**src/rtl/nand_latch_pkg.sv**
```systemverilog
// Shared types and constants for the clock-synchronous gated NAND SR latch.
package nand_latch_pkg;

    typedef enum logic [1:0] {
        ST_RESET   = 2'b00,
        ST_SET     = 2'b01,
        ST_INVALID = 2'b10
    } state_e;

    localparam state_e RESET_STATE = ST_RESET;

    localparam int CNT_W_DEFAULT = 16;

endpackage

```
**src/rtl/nand_latch_sat_cnt.sv**
```systemverilog
// Saturating up-counter: increments on inc, sticks at all-ones, clears on rst.
module nand_latch_sat_cnt #(
    parameter int W = nand_latch_pkg::CNT_W_DEFAULT
) (
    input  logic         clk,
    input  logic         rst,
    input  logic         inc,
    output logic [W-1:0] cnt
);

    always_ff @(posedge clk or posedge rst) begin
        if (rst) begin
            cnt <= '0;
        end else if (inc && (cnt != {W{1'b1}})) begin
            cnt <= cnt + 1'b1;
        end
    end

endmodule

```
**src/rtl/nand_latch.sv**
```systemverilog
// Clock-synchronous gated NAND SR latch with forbidden-input detection.
// Define NAND_LATCH_STATS_EN to add the set/reset/invalid entry counters.
//
// state      | meaning
// -----------+-------------------------------------------------
// ST_RESET   | stored 0: q=0, qn=1
// ST_SET     | stored 1: q=1, qn=0
// ST_INVALID | s=r=1 seen under en: q=1, qn=1, invalid=1
module nand_latch
    import nand_latch_pkg::*;
#(
    parameter int CNT_W = CNT_W_DEFAULT
) (
    input  logic             clk,
    input  logic             rst,
    input  logic             en,
    input  logic             s,
    input  logic             r,
    output logic             q,
    output logic             qn,
`ifdef NAND_LATCH_STATS_EN
    output logic [CNT_W-1:0] set_cnt,
    output logic [CNT_W-1:0] rst_cnt,
    output logic [CNT_W-1:0] inv_cnt,
`endif
    output logic             invalid
);

    if (CNT_W < 1) begin : g_cnt_w_check
        $error("nand_latch: CNT_W must be at least 1");
    end

    state_e state;
    state_e state_nxt;

    // A valid set/reset on the same edge wins over the forced exit from INVALID.
    always_comb begin
        state_nxt = state;
        if (en && s && !r) begin
            state_nxt = ST_SET;
        end else if (en && !s && r) begin
            state_nxt = ST_RESET;
        end else if (en && s && r) begin
            state_nxt = ST_INVALID;
        end else if (state == ST_INVALID) begin
            state_nxt = ST_RESET;
        end
    end

    always_ff @(posedge clk or posedge rst) begin
        if (rst) begin
            state <= RESET_STATE;
        end else begin
            state <= state_nxt;
        end
    end

    assign q       = (state != ST_RESET);
    assign qn      = (state != ST_SET);
    assign invalid = (state == ST_INVALID);

`ifdef NAND_LATCH_STATS_EN
    logic inc_set;
    logic inc_rst;
    logic inc_inv;

    assign inc_set = (state_nxt == ST_SET)     && (state != ST_SET);
    assign inc_rst = (state_nxt == ST_RESET)   && (state != ST_RESET);
    assign inc_inv = (state_nxt == ST_INVALID) && (state != ST_INVALID);

    nand_latch_sat_cnt #(.W(CNT_W)) u_set_cnt (
        .clk (clk),
        .rst (rst),
        .inc (inc_set),
        .cnt (set_cnt)
    );

    nand_latch_sat_cnt #(.W(CNT_W)) u_rst_cnt (
        .clk (clk),
        .rst (rst),
        .inc (inc_rst),
        .cnt (rst_cnt)
    );

    nand_latch_sat_cnt #(.W(CNT_W)) u_inv_cnt (
        .clk (clk),
        .rst (rst),
        .inc (inc_inv),
        .cnt (inv_cnt)
    );
`endif

endmodule

```
**config.mk**
```make
export PLATFORM = sky130hd
export DESIGN_NAME = nand_latch
export DESIGN_NICKNAME = d
export VERILOG_FILES = /design/src/rtl/nand_latch_pkg.sv /design/src/rtl/nand_latch_sat_cnt.sv /design/src/rtl/nand_latch.sv
export SDC_FILE = /design/constraint.sdc
export NUM_CORES = 1
export LEC_CHECK = 0
export ABC_AREA = 1
export CELL_PAD_IN_SITES_DETAIL_PLACEMENT = 2
export CELL_PAD_IN_SITES_GLOBAL_PLACEMENT = 2
export CORE_AREA = 4 4 41 43
export CTS_CLUSTER_DIAMETER = 50
export DETAILED_ROUTE_END_ITERATION = 16
export DIE_AREA = 0 0 45 47
export PLACE_DENSITY_LB_ADDON = 0.1
export REMOVE_ABC_BUFFERS = 1
export SLEW_MARGIN = 20
export SYNTH_ARGS = -nofsm -noshare
export SYNTH_HDL_FRONTEND = slang
export SYNTH_SLANG_ARGS = --single-unit
```
**constraint.sdc**
```tcl
create_clock -name clk -period 1 [get_ports clk]
set_input_delay 0.2 -clock clk [delete_from_list [all_inputs] [get_ports clk]]
set_output_delay 0.2 -clock clk [all_outputs]
set_load 0.02 [all_outputs]
```
Yosys cells after proc, flatten, opt, wreduce, memory -nomap -nowiden

Index checks and enable logic that the tools add are counted.

Multiplexer cells: 4
Reduce and logical (&&, ||, !) cells: 9
Equal/unequal tests: 2

Operators with widths:

| cell                                                             | number |
|---|---|
| 2-bit 2-to-1 mux                                                 | 4 |
| 1-bit logical AND                                                | 5 |
| 4-bit nonzero test                                               | 1 |
| 2-bit equality test (second input constant)                      | 1 |
| 1-bit zero test                                                  | 2 |
| 2-bit by 1-bit != test with 1-bit output (second input constant) | 1 |
| 2-bit nonzero test                                               | 1 |

Word-level logic and storage cells: 16
Input bits: 5
Register bits: 2
Output and inout port bits: 3

Longest topological paths before layout

Gate-level depths: netlist of run 1.

Depth after elaboration: 5
Mapped depth: 4
Depth with buffers taken out: 4

Worst setup path before layout of run 1

No wires, ideal clock.

Path type: register to output
Start: reg state[0]
End: out invalid
Data required time: 0.800 ns
Path buffers: 0
Data arrival time: 0.687 ns
Stages on the path, launching flop included: 2
Slack: 0.113 ns
Cell sequence: dfrtp_1 -> nor2_1

Cells in the longest elaborated chain, start to end: 1

RTL lines:

| what                   | line             | text |
|---|---|---|
| from (decl)            | nand_latch.sv:33 | `state_e state;` |
| from (signal assigned) | nand_latch.sv:54 | `state <= state_nxt;` |
| 2-bit equality test    | nand_latch.sv:60 | `assign invalid = (state == ST_INVALID);` |
| to (decl)              | nand_latch.sv:26 | `output logic invalid` |

No other way between the ends.

Worst setup path after layout of run 1

Same ends and word-level chain as after synthesis.

==> flow_metrics.env, run 1 <==
export IMPL_swShare_pct=25.31
export IMPL_violations="setup timing"
export IMPL_criticalPathCategory="flop to output port"
export IMPL_place_ws_ns=-0.3179
export IMPL_grt_util_all_layers_pct=4.259
export IMPL_cellLeakagePower_nw=0.1423
export IMPL_syn_area_per_cell_um2=6.256
export IMPL_power_density_nw_per_um2=1521
export IMPL_pin_count=8
export IMPL_syn_area_um2=112.6
export IMPL_ys_ff_latch=2
export IMPL_dr_pass1_iters=1
export IMPL_gp_congestion=0.6056
export IMPL_cpPeakStageDelay_ns=0.40
export IMPL_antenna_cells=0
export IMPL_setup_ws_ns=-0.08494
export IMPL_fmax_ghz=0.9217
export IMPL_die_w_um=45
export IMPL_ant_nets=0
export IMPL_p_sw_mw=0.09583
export IMPL_p_int_mw=0.2828
export IMPL_ys_seq_area_share_pct=44.44
export IMPL_start_util_pct=8.654
export IMPL_die_h_um=47
export IMPL_reg_largest_list="state x2"
export IMPL_layout_nets=38
export IMPL_drive_gt1_share_pct=38.71
export IMPL_fin_setup_tns_ns=-0.2375
export IMPL_yosysTopAreaCell="dfrtp_1"
export IMPL_holdWs_ns=0.1427
export IMPL_combPwrFrac_pct=29.2
export IMPL_power_mw=0.3787
export IMPL_min_period_ns=1.085
export IMPL_synth_area_leaders="dfrtp_1 44%, nand2_1 27%, inv_1 17%"
export IMPL_hp_class="primary input to async pin"
export IMPL_wirelength_um=338
export IMPL_relSlewSlack_pct=90.30
export IMPL_fillers=169
export IMPL_vdd_drop_max_v=0.0005578
export IMPL_skew_ns=0.002300
export IMPL_drt_first_iter_violations=0
export IMPL_syn_inst=18
export IMPL_cts_tree="yes"
export IMPL_ys_types=5
export IMPL_worst_pin_slew_ns=0.1455
export IMPL_viasPerCell=3.283
export IMPL_synthDominantCellAreaShare_pct=44.44
export IMPL_drv_slew=0
export IMPL_yosysWarnings=0
export IMPL_period_share_pct=108.5
export IMPL_hpwl_um=300
export IMPL_cp_required_ns=0.80
export IMPL_maxCapViolCount=0
export IMPL_final_cell_mix="7 x nand2_1, 4 x clkdlybuf4s50_1, 4 x buf_4"
export IMPL_dpl_cell_area_um2=209.0
export IMPL_io_buffers=7
export IMPL_insertion_delay_ns=0.22
export IMPL_cts_hold_buf=0
export IMPL_outcome="complete, but fails checks"
export IMPL_via_count=151
export IMPL_path_clk_slew_ns=0.03
export IMPL_wl_per_cell_um=7.348
export IMPL_fp_coreArea_um2=1301
export IMPL_arrival_ns=0.88
export IMPL_numCtsBuffers=3
export IMPL_end_kind="output port"
export IMPL_grt_start_max_net_pins=5
export IMPL_cp_cell_sequence="nor2_1, buf_4"
export IMPL_row_count=13
export IMPL_layout_cells_most_common="nand2_1"
export IMPL_critPathSlowestCell="dfrtp_1"
export IMPL_largest_register="state"
export IMPL_grt_ovfl_total=0
export IMPL_route_detailed_drc=0
export IMPL_cts_sinks=2
export IMPL_rsz0062_at_grt="true"
export IMPL_clkPwrFrac_pct=45.4
export IMPL_area_growth_pct=121.1
export IMPL_seq_power_share_pct=25.4
export IMPL_clockBufferDepth=2
export IMPL_dieArea_um2=2115
export IMPL_final_cell_area_um2=249.0
export IMPL_cp_start_kind="flop"
export IMPL_hold_viol=0
export IMPL_grt_pass1_vias=156
export IMPL_root_buffer="clkbuf_4"
export IMPL_grt_pass1_wl_um=621
export IMPL_htree_levels=1
export IMPL_largest_reg_flops=2
export IMPL_setup_viol=4
export IMPL_crit_fanout=4
export IMPL_antenna_found_initial=0
synth_stat cells:
| cell | count |
|---|---|
| dfrtp_1 | 2 |
| nand2_1 | 8 |
| inv_1 | 5 |
| nor2_1 | 1 |
| nand3_1 | 2 |
power by group through the flow:
stage	Sequential (mW)	Combinational [mW]	Clock, mW
finish	0.0963	0.110	0.172
global route	0.0978	0.123	0.194
CTS	0.0969	0.113	0.182
detailed placement	0.0964	0.0943	0
global placement	0.0958	0.0928	0
floorplan	0.0943	0.0393	0
critical path, delay by kind of cell, from the launching register on:
family | cells | cell delay, ns
buffers and inverters | 1 | 0.15
DFF | 1 | 0.40
and+or+nand+nor | 1 | 0.12
metal layers:
metal | share of wire [%] | vias to the layer above | global-route usage [%]
met2 | 46 | 5 | 5.085
met5 | 0 | - | 0
li1 | - | 78 | -
met1 | 43 | 68 | 5.204
met4 | 0 | 0 | 1.754
met3 | 10 | 0 | 3.831
cell families after synthesis:
kind of cell,synth area share (%)
buf+inv,16.67
flops,44.45
simple gates,38.89
per-stage QoR:
step | cells | utilization, %
floorplan | 18 | -
global placement | 41 | 16.06
detailed placement | 41 | 16.06
CTS | 46 | 19.13
global route | 46 | 19.13
finish | 46 | 19.13
final cells by class:
class	instances	area [um2]	area share [%]
well taps	15	18.77	7.538
flip-flops and latches	2	50.05	20.10
repair buffers	10	92.59	37.19
clock buffers	3	22.52	9.045
multi-input cells	11	46.29	18.59
inverters	5	18.77	7.538
final timing paths:
kind	end	slack, ns	cells after the start	from
max	invalid	-0.08	2	state[0]$_DFFE_PP0P_
min	state[1]$_DFFE_PP0P_	0.14	2	rst
max reg2reg	state[0]$_DFFE_PP0P_	-0.02	7	state[0]$_DFFE_PP0P_
min reg2reg	state[1]$_DFFE_PP0P_	0.61	4	state[1]$_DFFE_PP0P_
max in group asynchronous	state[0]$_DFFE_PP0P_	0.75	2	rst
min in group clk	state[1]$_DFFE_PP0P_	0.59	3	r
timing repair:
action / in CTS / in global routing
setup buffers: 2 / 0
pin swaps: 1 / 1
endpoints found under the hold margin: 0 / 0
setup endpoints to repair: 3 / 4
gates resized for setup: 20 / 0
(Power assumes the default switching activity.)
==> run 2, diff against run 1 <==
- SLEW_MARGIN: 20 -> 10
==> results of run 2 <==
The final DEF is identical to that of run 1; final timing and power are the same.
